## src/rtl/ps2_stim_gen_pkg.sv

```systemverilog
// ps2_defs: shared PS/2 definitions, used by the frame generator and the
// keyboard receiver.
//   FRAME_BITS      : bits per device-to-host frame (start, 8 data, parity, stop)
//   ps2_state_e     : generator FSM encoding
//   ps2_odd_parity  : parity bit that makes data + parity hold an odd number of ones
package ps2_defs;

  localparam int FRAME_BITS = 11;
  localparam int LAST_BIT   = FRAME_BITS - 1;

  typedef enum logic [1:0] {
    ST_IDLE  = 2'd0,
    ST_SHIFT = 2'd1,
    ST_GAP   = 2'd2
  } ps2_state_e;

  function automatic logic ps2_odd_parity(input logic [7:0] data);
    return ~^data;
  endfunction

endpackage

```

## src/rtl/sync_fifo.sv

```systemverilog
// sync_fifo: single-clock show-ahead FIFO.
//   clk, reset_in : clock, synchronous active-high reset (flushes contents)
//   push_i        : write request, ignored while full (even if popping)
//   wr_data_i     : data to write
//   pop_i         : read request, ignored while empty
//   rd_data_o     : head entry, valid whenever !empty_o
//   full_o, empty_o, count_o : occupancy, all from the registered count
module sync_fifo #(
  parameter int WIDTH = 9,
  parameter int DEPTH = 8
) (
  input  logic                       clk,
  input  logic                       reset_in,
  input  logic                       push_i,
  input  logic [WIDTH-1:0]           wr_data_i,
  input  logic                       pop_i,
  output logic [WIDTH-1:0]           rd_data_o,
  output logic                       full_o,
  output logic                       empty_o,
  output logic [$clog2(DEPTH):0]     count_o
);

  localparam int AW = $clog2(DEPTH);
  localparam int CW = AW + 1;

  logic [WIDTH-1:0] mem_q [DEPTH];
  logic [AW-1:0]    wr_ptr_q, rd_ptr_q;
  logic [CW-1:0]    count_q;
  logic             push, pop;

  assign full_o    = (count_q == CW'(DEPTH));
  assign empty_o   = (count_q == '0);
  assign count_o   = count_q;
  assign rd_data_o = mem_q[rd_ptr_q];

  assign push = push_i && !full_o;
  assign pop  = pop_i && !empty_o;

  always_ff @(posedge clk) begin
    if (reset_in) begin
      wr_ptr_q <= '0;
      rd_ptr_q <= '0;
      count_q  <= '0;
    end else begin
      if (push) wr_ptr_q <= wr_ptr_q + AW'(1);
      if (pop)  rd_ptr_q <= rd_ptr_q + AW'(1);
      case ({push, pop})
        2'b10:   count_q <= count_q + CW'(1);
        2'b01:   count_q <= count_q - CW'(1);
        default: count_q <= count_q;
      endcase
    end
  end

  // Storage needs no reset: pointers and count define what is valid.
  always_ff @(posedge clk) begin
    if (push) mem_q[wr_ptr_q] <= wr_data_i;
  end

endmodule

```

## src/rtl/ps2_stim_gen.sv

```systemverilog
// ps2_stim_gen: PS/2 device-side frame generator.
// Queued bytes are serialised as 11-bit device-to-host frames.
//   clk, reset_in      : clock, synchronous active-high reset
//   in_data/inject_err : byte to send; inject_err inverts that frame's parity
//   in_valid/in_ready  : write handshake
//   ps2c, ps2d         : PS/2 clock and data, both idle high
//   busy               : frame or gap in progress, or queue non-empty
//   frames_sent        : completed frame count (wraps)
//   state_dbg          : current FSM state
// Handshake: a byte is written on a rising edge where in_valid && in_ready;
// in_ready is !full from the registered count, so a pop in the same cycle
// never makes room for a write to a full queue.
module ps2_stim_gen
  import ps2_defs::*;
#(
  parameter int CLK_HALF = 2500,
  parameter int GAP      = 5000,
  parameter int DEPTH    = 8
) (
  input  logic        clk,
  input  logic        reset_in,
  input  logic [7:0]  in_data,
  input  logic        inject_err,
  input  logic        in_valid,
  output logic        in_ready,
  output logic        ps2c,
  output logic        ps2d,
  output logic        busy,
  output logic [15:0] frames_sent,
  output ps2_state_e  state_dbg
);

  // One counter serves both the half-period phase and the inter-frame gap.
  localparam int CNT_MAX = (CLK_HALF > GAP) ? CLK_HALF : GAP;
  localparam int CW      = $clog2(CNT_MAX + 1);
  localparam logic [CW-1:0] HALF_LAST = CW'(CLK_HALF - 1);
  localparam logic [CW-1:0] GAP_LAST  = CW'((GAP > 0) ? GAP - 1 : 0);

  ps2_state_e            state_q, state_d;
  logic [CW-1:0]         cnt_q, cnt_d;
  logic                  phase_hi_q, phase_hi_d;
  logic [3:0]            idx_q, idx_d;
  logic [FRAME_BITS-1:0] shreg_q, shreg_d;  // bit 0 is the level on ps2d
  logic                  ps2c_q, ps2c_d;
  logic [15:0]           frames_q, frames_d;

  logic                  fifo_full, fifo_empty, pop;
  logic [8:0]            fifo_head;
  logic [$clog2(DEPTH):0] fifo_count;

  sync_fifo #(
    .WIDTH (9),
    .DEPTH (DEPTH)
  ) u_fifo (
    .clk       (clk),
    .reset_in  (reset_in),
    .push_i    (in_valid),
    .wr_data_i ({inject_err, in_data}),
    .pop_i     (pop),
    .rd_data_o (fifo_head),
    .full_o    (fifo_full),
    .empty_o   (fifo_empty),
    .count_o   (fifo_count)
  );

  always_ff @(posedge clk) begin
    if (reset_in) begin
      state_q    <= ST_IDLE;
      cnt_q      <= '0;
      phase_hi_q <= 1'b1;
      idx_q      <= '0;
      shreg_q    <= '1;
      ps2c_q     <= 1'b1;
      frames_q   <= '0;
    end else begin
      state_q    <= state_d;
      cnt_q      <= cnt_d;
      phase_hi_q <= phase_hi_d;
      idx_q      <= idx_d;
      shreg_q    <= shreg_d;
      ps2c_q     <= ps2c_d;
      frames_q   <= frames_d;
    end
  end

  always_comb begin
    state_d    = state_q;
    cnt_d      = cnt_q;
    phase_hi_d = phase_hi_q;
    idx_d      = idx_q;
    shreg_d    = shreg_q;
    ps2c_d     = ps2c_q;
    frames_d   = frames_q;
    pop        = 1'b0;

    case (state_q)
      ST_IDLE: begin
        ps2c_d  = 1'b1;
        shreg_d = '1;
        cnt_d   = '0;
        if (!fifo_empty) begin
          pop        = 1'b1;
          // {stop, parity, data, start}; start bit lands on ps2d immediately
          shreg_d    = {1'b1, ps2_odd_parity(fifo_head[7:0]) ^ fifo_head[8],
                        fifo_head[7:0], 1'b0};
          idx_d      = '0;
          phase_hi_d = 1'b1;
          state_d    = ST_SHIFT;
        end
      end

      ST_SHIFT: begin
        if (cnt_q == HALF_LAST) begin
          cnt_d = '0;
          if (phase_hi_q) begin
            phase_hi_d = 1'b0;
            ps2c_d     = 1'b0;
          end else begin
            phase_hi_d = 1'b1;
            ps2c_d     = 1'b1;
            if (idx_q < 4'(LAST_BIT)) begin
              // next bit appears together with the rising ps2c
              idx_d   = idx_q + 4'd1;
              shreg_d = {1'b1, shreg_q[FRAME_BITS-1:1]};
            end else begin
              shreg_d  = '1;
              frames_d = frames_q + 16'd1;
              state_d  = (GAP == 0) ? ST_IDLE : ST_GAP;
            end
          end
        end else begin
          cnt_d = cnt_q + CW'(1);
        end
      end

      ST_GAP: begin
        if (cnt_q == GAP_LAST) begin
          cnt_d   = '0;
          state_d = ST_IDLE;
        end else begin
          cnt_d = cnt_q + CW'(1);
        end
      end

      default: begin
        state_d = ST_IDLE;
        cnt_d   = '0;
        shreg_d = '1;
        ps2c_d  = 1'b1;
      end
    endcase
  end

  assign in_ready    = !fifo_full;
  assign ps2c        = ps2c_q;
  assign ps2d        = shreg_q[0];
  assign busy        = (state_q != ST_IDLE) || (fifo_count != '0);
  assign frames_sent = frames_q;
  assign state_dbg   = state_q;

endmodule
```

## config.mk

```make
export PLATFORM = sky130hd
export DESIGN_NAME = ps2_stim_gen
export DESIGN_NICKNAME = d
export VERILOG_FILES = /design/src/rtl/ps2_stim_gen_pkg.sv /design/src/rtl/sync_fifo.sv /design/src/rtl/ps2_stim_gen.sv
export SDC_FILE = /design/constraint.sdc
export NUM_CORES = 1
export LEC_CHECK = 0
export ABC_AREA = 0
export CAP_MARGIN = 20
export CORE_ASPECT_RATIO = 0.5
export CORE_UTILIZATION = 55
export DETAILED_ROUTE_END_ITERATION = 10
export GPL_TIMING_DRIVEN = 0
export PLACE_DENSITY_LB_ADDON = 0.3
export SETUP_SLACK_MARGIN = 0.05
export SLEW_MARGIN = 20
export SYNTH_ARGS = -nofsm -noshare
export SYNTH_HDL_FRONTEND = slang
export SYNTH_HIERARCHICAL = 1
export SYNTH_SLANG_ARGS = --single-unit
```

## constraint.sdc

```tcl
create_clock -name clk -period 6.7 [get_ports clk]
set_input_delay 1.34 -clock clk [delete_from_list [all_inputs] [get_ports clk]]
set_output_delay 1.34 -clock clk [all_outputs]
set_load 0.02 [all_outputs]
```

==> results of run 1 <==
==> cell type report <==
class	instances	area [um^2]
Multi-Input combinational cell	291	2357
Fill cell	734	3286
Sequential cell	132	3363
Clock inverter	15	156.4
Inverter	12	45.04
Tap cell	140	175.2
Buffer	18	118.9
Timing Repair Buffer	36	352.8
Clock buffer	17	425.4
==> path summary, 6_finish.rpt <==
kind                                  start                      end  slack (ps)  depth (start not counted)
setup / recovery  state_dbg[1]$_SDFFE_PP0P_                     busy        3170                          5
setup reg to reg                       flop  shreg_q[9]$_SDFFE_PP1P_        3880                          9
hold reg to reg         cnt_q[0]$_SDFF_PP0_      cnt_q[0]$_SDFF_PP0_         450                          1
hold / removal          cnt_q[0]$_SDFF_PP0_      cnt_q[0]$_SDFF_PP0_         450                          1
==> state kept, by name, summed over array words and instances, names as in the netlist, named ones only <==
register         flops
cnt_q               13
state_dbg            2
shreg_q             10
idx_q                4
frames_sent         16
u_fifo/rd_ptr_q      3
u_fifo/wr_ptr_q      3
u_fifo/mem_q        72
ps2c                 1
u_fifo/count_o       4
phase_hi_q           1
==> worst max-delay path, cell delays in order, from the launching register on <==
cell and delay, ps:
dfxtp_1 350, inv_1 110, ha_1 230, clkbuf_1 430, nand2_1 90, clkdlybuf4s50_1 550
==> power groups by stage <==
stage | Sequential (mW) | Clock, mW | Combinational (mW)
after floorplan | 0.991 | 0 | 0.474
after global placement | 0.992 | 0 | 0.610
after detailed placement | 0.995 | 0 | 0.632
after CTS | 0.980 | 0.910 | 0.643
after global routing | 0.989 | 0.947 | 0.700
final | 0.980 | 0.898 | 0.640
==> cells in the mapped netlist (6+ instances only) <==
| cell type | instances |
|---|---|
| nand3_1 | 18 |
| nand2_1 | 18 |
| xor2_1 | 16 |
| nand4_1 | 7 |
| mux2_2 | 10 |
| a21oi_1 | 26 |
| nor2_1 | 50 |
| inv_1 | 12 |
| o21ai_1 | 10 |
| mux4_1 | 14 |
| edfxtp_1 | 72 |
| dfxtp_1 | 60 |
| ha_1 | 12 |
| clkbuf_1 | 10 |
| or3_1 | 7 |
| nand2b_1 | 6 |
| a22oi_1 | 8 |
| and3_1 | 8 |
| xnor2_1 | 14 |
==> cell usage in the layout (no fill, tap or decap), types with 7 or more instances in the layout <==
master,Yosys,routed
xor2_1,16,16
and3_1,8,8
mux4_1,14,14
dfxtp_1,60,60
clkbuf_1,10,10
mux2_2,10,10
a21oi_1,26,26
a22oi_1,8,8
xnor2_1,14,14
nand4_1,7,7
clkdlybuf4s50_1,0,33
or3_1,7,7
nand2_1,18,18
edfxtp_1,72,72
nand3_1,18,18
inv_1,12,12
ha_1,12,12
clkbuf_16,0,17
nor2_1,50,50
o21ai_1,10,10
==> cell families after synthesis <==
family          count (synthesis)  synth area share
mux                            32            0.1042
buf+inv                        30           0.02798
fa+ha+maj                      12           0.02563
flops                         132            0.5741
simple gates                  149            0.1416
compound gates                 67           0.07882
xor+xnor                       31           0.04763
==> metrics by stage <==
stage	hold slack [ps]	util	worst slack, ps	std cells	total power [mW]
6_report	451.1	0.6804	3174	661	2.518
5_1_grt	465.3	0.6804	3041	661	2.636
4_1_cts	451.6	0.6804	3146	661	2.533
3_5_place_dp	442.9	0.6238	3206	629	1.627
3_3_place_gp	434.3	0.6190	2490	626	1.602
2_1_floorplan	417.5	-	3979	453	1.464
==> per-layer routing <==
metal  vias to the layer above  routed length (um)  global-route usage
met1                      1819                5177              0.2752
met4                         0                  90             0.08591
met3                         9                 633             0.05818
li1                       1819                   -                   -
met2                        97                5471              0.3789
met5                         -                   0                   0
==> metrics.cfg, run 1 <==
[outcome]
status = completed

[synthesis]
synth_seq_cells = 132
synth_edf_count = 72
synth_area_um2 = 5858
synth_area_per_cell_um2 = 12.93
synthCells = 453
yosysSeqAreaShare = 0.5741
postSynth.asyncResetShare = 0
yosys-top-cells-area = edfxtp_1 (37%), dfxtp_1 (21%), mux4_1 (6.3%)
ys_warn_count = 6
synthDistinctLibCells = 60
yosys.area.top_type = edfxtp_1
yosysTopAreaCellShare = 0.3691
synth_nets = 477
ys.flop_type = edfxtp_1

[critical_path]
cp-start-kind = flop
crit_path_max_fanout = 10
criticalPathCategory = reg -> out
crit_path_end_kind = output pin
worstPathRequired_ps = 5360
cp.arrival_ps = 2190

[drt]
route.detailed.drc = 0
drtAntennaViolNets = 0
vias_per_cell = 5.664
wl_per_cell_um = 17.21
first_pass_iters = 4
vias = 3744
dr.first_iter.drc_count = 173
wl_mm = 11.37

[power]
p_sw_mw = 0.7967
ir_worst_vdd_mv = 0.2181
p_per_area_nw_per_um2 = 360.0
p_comb_frac = 0.254
swShare = 0.3165
power.share.clock = 0.357
cell_internal_pwr_mw = 1.721
power.share.sequential = 0.389
p_leak_nw = 2.377

[die]
core_um2 = 10280
dieArea_um2 = 11090
die_w_um = 148.0
start_util = 0.5699
fp.dieH_um = 74.98
fp-row-count = 26
num_io_pins = 34

[place]
numPortBuffers = 33
dpl.hpwl_mm = 7.377
postPlaceCellArea_um2 = 6412
place_congestion = 0.7627

[clock_tree]
clock_path_buffers = 2
cts_resized = 0
cts.sinks = 132
cts_tree = yes
clk_latency_ps = 420
postCtsSetupRepairBufs = 0
clkSlewWorstSetupHoldPaths_ps = 60
cts-htree-levels = 4
postCtsHoldBufs = 0
cts_made_buffers = 17
cts_root_buffer = clkbuf_16

[grt]
grt_pass1_wl_mm = 17.92
overflow = 0
antenna_found_initial = 0
grt_pass1_vias = 3503
grt_max_degree = 17
grt_usage = 0.2207

[finish]
synthToLayoutAreaGrowth_pct = 19.39
final_layout_size_suffix_gt1_frac = 0.1459
final_net_count = 532
finalInstanceArea_um2 = 6994
diodes = 0

[sta]
finalClockSkew_ps = 10.98
finalCritPeriodShare = 0.5263
finalHoldViolCount = 0
worst_slew_pin_slew_ps = 1032
period_minus_slack_ps = 3526
max_slew_margin = 0.3098
setup-tns-final_ps = 0
rsz0062_at_grt = false
drv_slew = 0
setup_viol = 0
fmax_ghz = 0.2836

[hold_path]
hold_path_class = reg -> reg

[flow_run]
max_cap_violations = 0

(Power assumes the default switching activity.)
==> run 2, diff against run 1 <==
Clock period 6.7 ns to 3.41 ns, I/O delays scaled along.
==> results of run 2 <==
The final DEF is identical to that of run 1. Status: completed.
Among the figures that moved: setup slack after placement 3206 ps -> 574.2 ps; setup slack after layout 3174 ps -> 541.7 ps; register-to-register setup slack 3880 ps -> 590 ps; total power 2.518 mW -> 4.947 mW; worst IR drop on VDD 0.2181 mV -> 0.4286 mV
==> run 3, diff against run 2 <==
Settings changed: CORE_UTILIZATION 55 to 54.
Clock period 3.41 ns to 2.6 ns, I/O delays scaled along.
==> metrics.cfg, run 3 (synthesized netlist as in run 1, its figures left out) <==
[die]
dieArea_um2 = 11290  ; +1.8%
fp-row-count = 26  ; unchanged
fp.dieH_um = 75.65  ; +0.90%
num_io_pins = 34  ; unchanged
core_um2 = 10380  ; +0.95%
start_util = 0.5645  ; -0.005359
die_w_um = 149.3  ; +0.91%

[power]
power.share.sequential = 0.383  ; -0.006
p_sw_mw = 1.989
ir_worst_vdd_mv = 0.5838
power.share.clock = 0.356  ; about the same
p_comb_frac = 0.261  ; +0.007
p_per_area_nw_per_um2 = 934.5
p_leak_nw = 2.426  ; +2.1%
swShare = 0.2999
cell_internal_pwr_mw = 4.644

[sta]
finalHoldViolCount = 0  ; unchanged
drv_slew = 0  ; unchanged
rsz0062_at_grt = true
setup_viol = 0  ; unchanged
finalClockSkew_ps = 10.07  ; -0.9142 ps
max_slew_margin = 0.3587  ; +0.04897
fmax_ghz = 0.3992
finalCritPeriodShare = 0.9636
worst_slew_pin_slew_ps = 958.4  ; -73.19 ps
period_minus_slack_ps = 2505

[grt]
grt_pass1_vias = 3499  ; -0.11%
antenna_found_initial = 0  ; unchanged
grt_pass1_wl_mm = 17.65  ; -1.5%
grt_max_degree = 17  ; unchanged
overflow = 0  ; unchanged
grt_usage = 0.2135  ; -0.007135

[finish]
final_layout_size_suffix_gt1_frac = 0.1727  ; +0.02680
final_cells = 667  ; +0.91%
multi_input_area_um2 = 2396  ; +1.6%
synthToLayoutAreaGrowth_pct = 21.17
regMostFlops = u_fifo/mem_q
utilization = 0.6840  ; +0.003608
layout_commonest_cell = edfxtp_1
fillCellCount = 728  ; -0.82%
diodes = 0  ; unchanged
layout_common_cells = edfxtp_1 (72), dfxtp_1 (58), nor2_1 (50)
largest_reg_flops = 72  ; unchanged
regArea_um2 = 3366  ; about the same
final_net_count = 538  ; +1.1%

[outcome]
status = completed

[drt]
top_layer = met4
wl_per_cell_um = 16.46  ; -4.3%
route.detailed.drc = 0  ; unchanged
vias = 3701  ; -1.1%
wl_mm = 10.98  ; -3.5%
first_pass_iters = 4  ; unchanged
dr_wl_met3_um = 405  ; -36%
vias_per_cell = 5.549  ; -2.0%
drtAntennaViolNets = 0  ; unchanged
dr_wl_met2_mm = 5.404  ; -1.2%
dr.first_iter.drc_count = 231  ; +34%
met1Wirelength_mm = 5.060  ; -2.3%

[critical_path]
cp.arrival_ps = 2840  ; +650 ps
worstPathRequired_ps = 2940
cp-start-kind = flop
slowest_stage = or4b_4
critPathMaxStageDelay_ps = 550  ; about the same
crit_path_end_kind = flop
r2r-start = u_fifo/count_o[1]$_SDFFE_PP0P_
rr_worst_depth = 11  ; +2
criticalPathCategory = reg -> reg
crit_family = simple AND/OR/NAND/NOR gates
crit_path_max_fanout = 8  ; -2
reg2reg_slack_ps = 90
worstPathCellList = buf_6 > or4b_4 > buf_6 > nand2_8 > ha_4 > xor2_1 > ha_1 > a21oi_1 > xor2_1 > or3_1 > a21oi_1
cp_num_buf_inv = 2  ; -1
r2r-end = u_fifo/count_o[2]$_SDFFE_PP0P_

[clock_tree]
cts_tree = yes
clk_latency_ps = 420  ; about the same
clkSlewWorstSetupHoldPaths_ps = 60  ; about the same
clock_path_buffers = 2  ; unchanged
postCtsHoldBufs = 0  ; unchanged
cts-htree-levels = 4  ; unchanged
cts_root_buffer = clkbuf_16
cts_made_buffers = 17  ; unchanged
cts.sinks = 132  ; unchanged

[hold_path]
hold_path_class = reg -> reg
hold_end = cnt_q[0]$_SDFF_PP0_
holdPathStages = 1  ; unchanged
worstHoldStart = cnt_q[0]$_SDFF_PP0_

[place]
dp.cells = 629  ; unchanged
numPortBuffers = 33  ; unchanged
dpl.hpwl_mm = 7.097  ; -3.8%
place_congestion = 0.7944  ; +4.2%

[flow_run]
max_cap_violations = 0  ; unchanged

## run 3: changes by cell type in the layout (fill, tap and decap cells not counted), sizes merged, moves of 2 or more
| cell | before | now |
|---|---|---|
| clkinvlp | 2 | 4 |
| clkdlybuf4s50 | 33 | 31 |
| bufinv | 0 | 2 |
| inv | 22 | 19 |
| buf | 11 | 18 |
## run 3: power groups by stage
stage,clock network (mW),logic [mW],registers [mW]
finish,2.36,1.73,2.54
global route,2.50,1.89,2.56
CTS,2.40,1.66,2.54
detailed placement,0,1.64,2.57
global placement,0,1.58,2.56
floorplan,0,1.22,2.55
## run 3: stage by stage
step,power (mW),cell area (um^2),setup slack (ps),hold WS (ps),TNS (ps)
6_report,6.633,7098,94.77,450.4,0
5_1_grt,6.956,7098,-0.3719,486.3,-0.3719
4_1_cts,6.600,7015,37.46,450.4,0
3_5_place_dp,4.202,6412,-119.1,442.6,-209.9
3_3_place_gp,4.138,6364,-876.3,433.9,-19520
2_1_floorplan,3.773,5858,154.1,417.5,0
## run 3: metal layers
layer  global-route usage  up-vias
met5                    0        -
met1               0.2617     1787
met3              0.05928       12
li1                     -     1836
met4              0.08617        0
met2               0.3680       66
## run 3: worst max-delay path by stage
| stage | to | slack (ps) | cells after the start | startpoint |
|---|---|---|---|---|
| 2_1_floorplan | u_fifo/count_o[2]$_SDFFE_PP0P_ | 150 | 11 | state_dbg[0]$_SDFFE_PP0P_ |
| 3_3_place_gp | u_fifo/mem_q[0][4]$_DFFE_PP_ | -880 | 3 | in_valid |
| 3_5_place_dp | shreg_q[9]$_SDFFE_PP1P_ | -120 | 9 | flop |
| 4_1_cts | shreg_q[9]$_SDFFE_PP1P_ | 40 | 8 | flop |
| 5_1_grt | shreg_q[9]$_SDFFE_PP1P_ | -0.4 | 9 | flop |
| 6_report | u_fifo/count_o[2]$_SDFFE_PP0P_ | 90 | 11 | u_fifo/count_o[1]$_SDFFE_PP0P_ |
## run 3: layout make-up
class,instances,share of cell area
timing repair buffer,43,0.05694
tap,140,0.02468
sequential,132,0.4742
inverter,12,0.006346
clock inverter,15,0.02344
clock buffer,17,0.05993
multi-input combinational,291,0.3376
buffer,17,0.01692
## run 3: timing repair
action	CTS	global route
buffers inserted	1	6
resized for setup	5	9
setup endpoints to repair	5	6
pin swaps	0	2
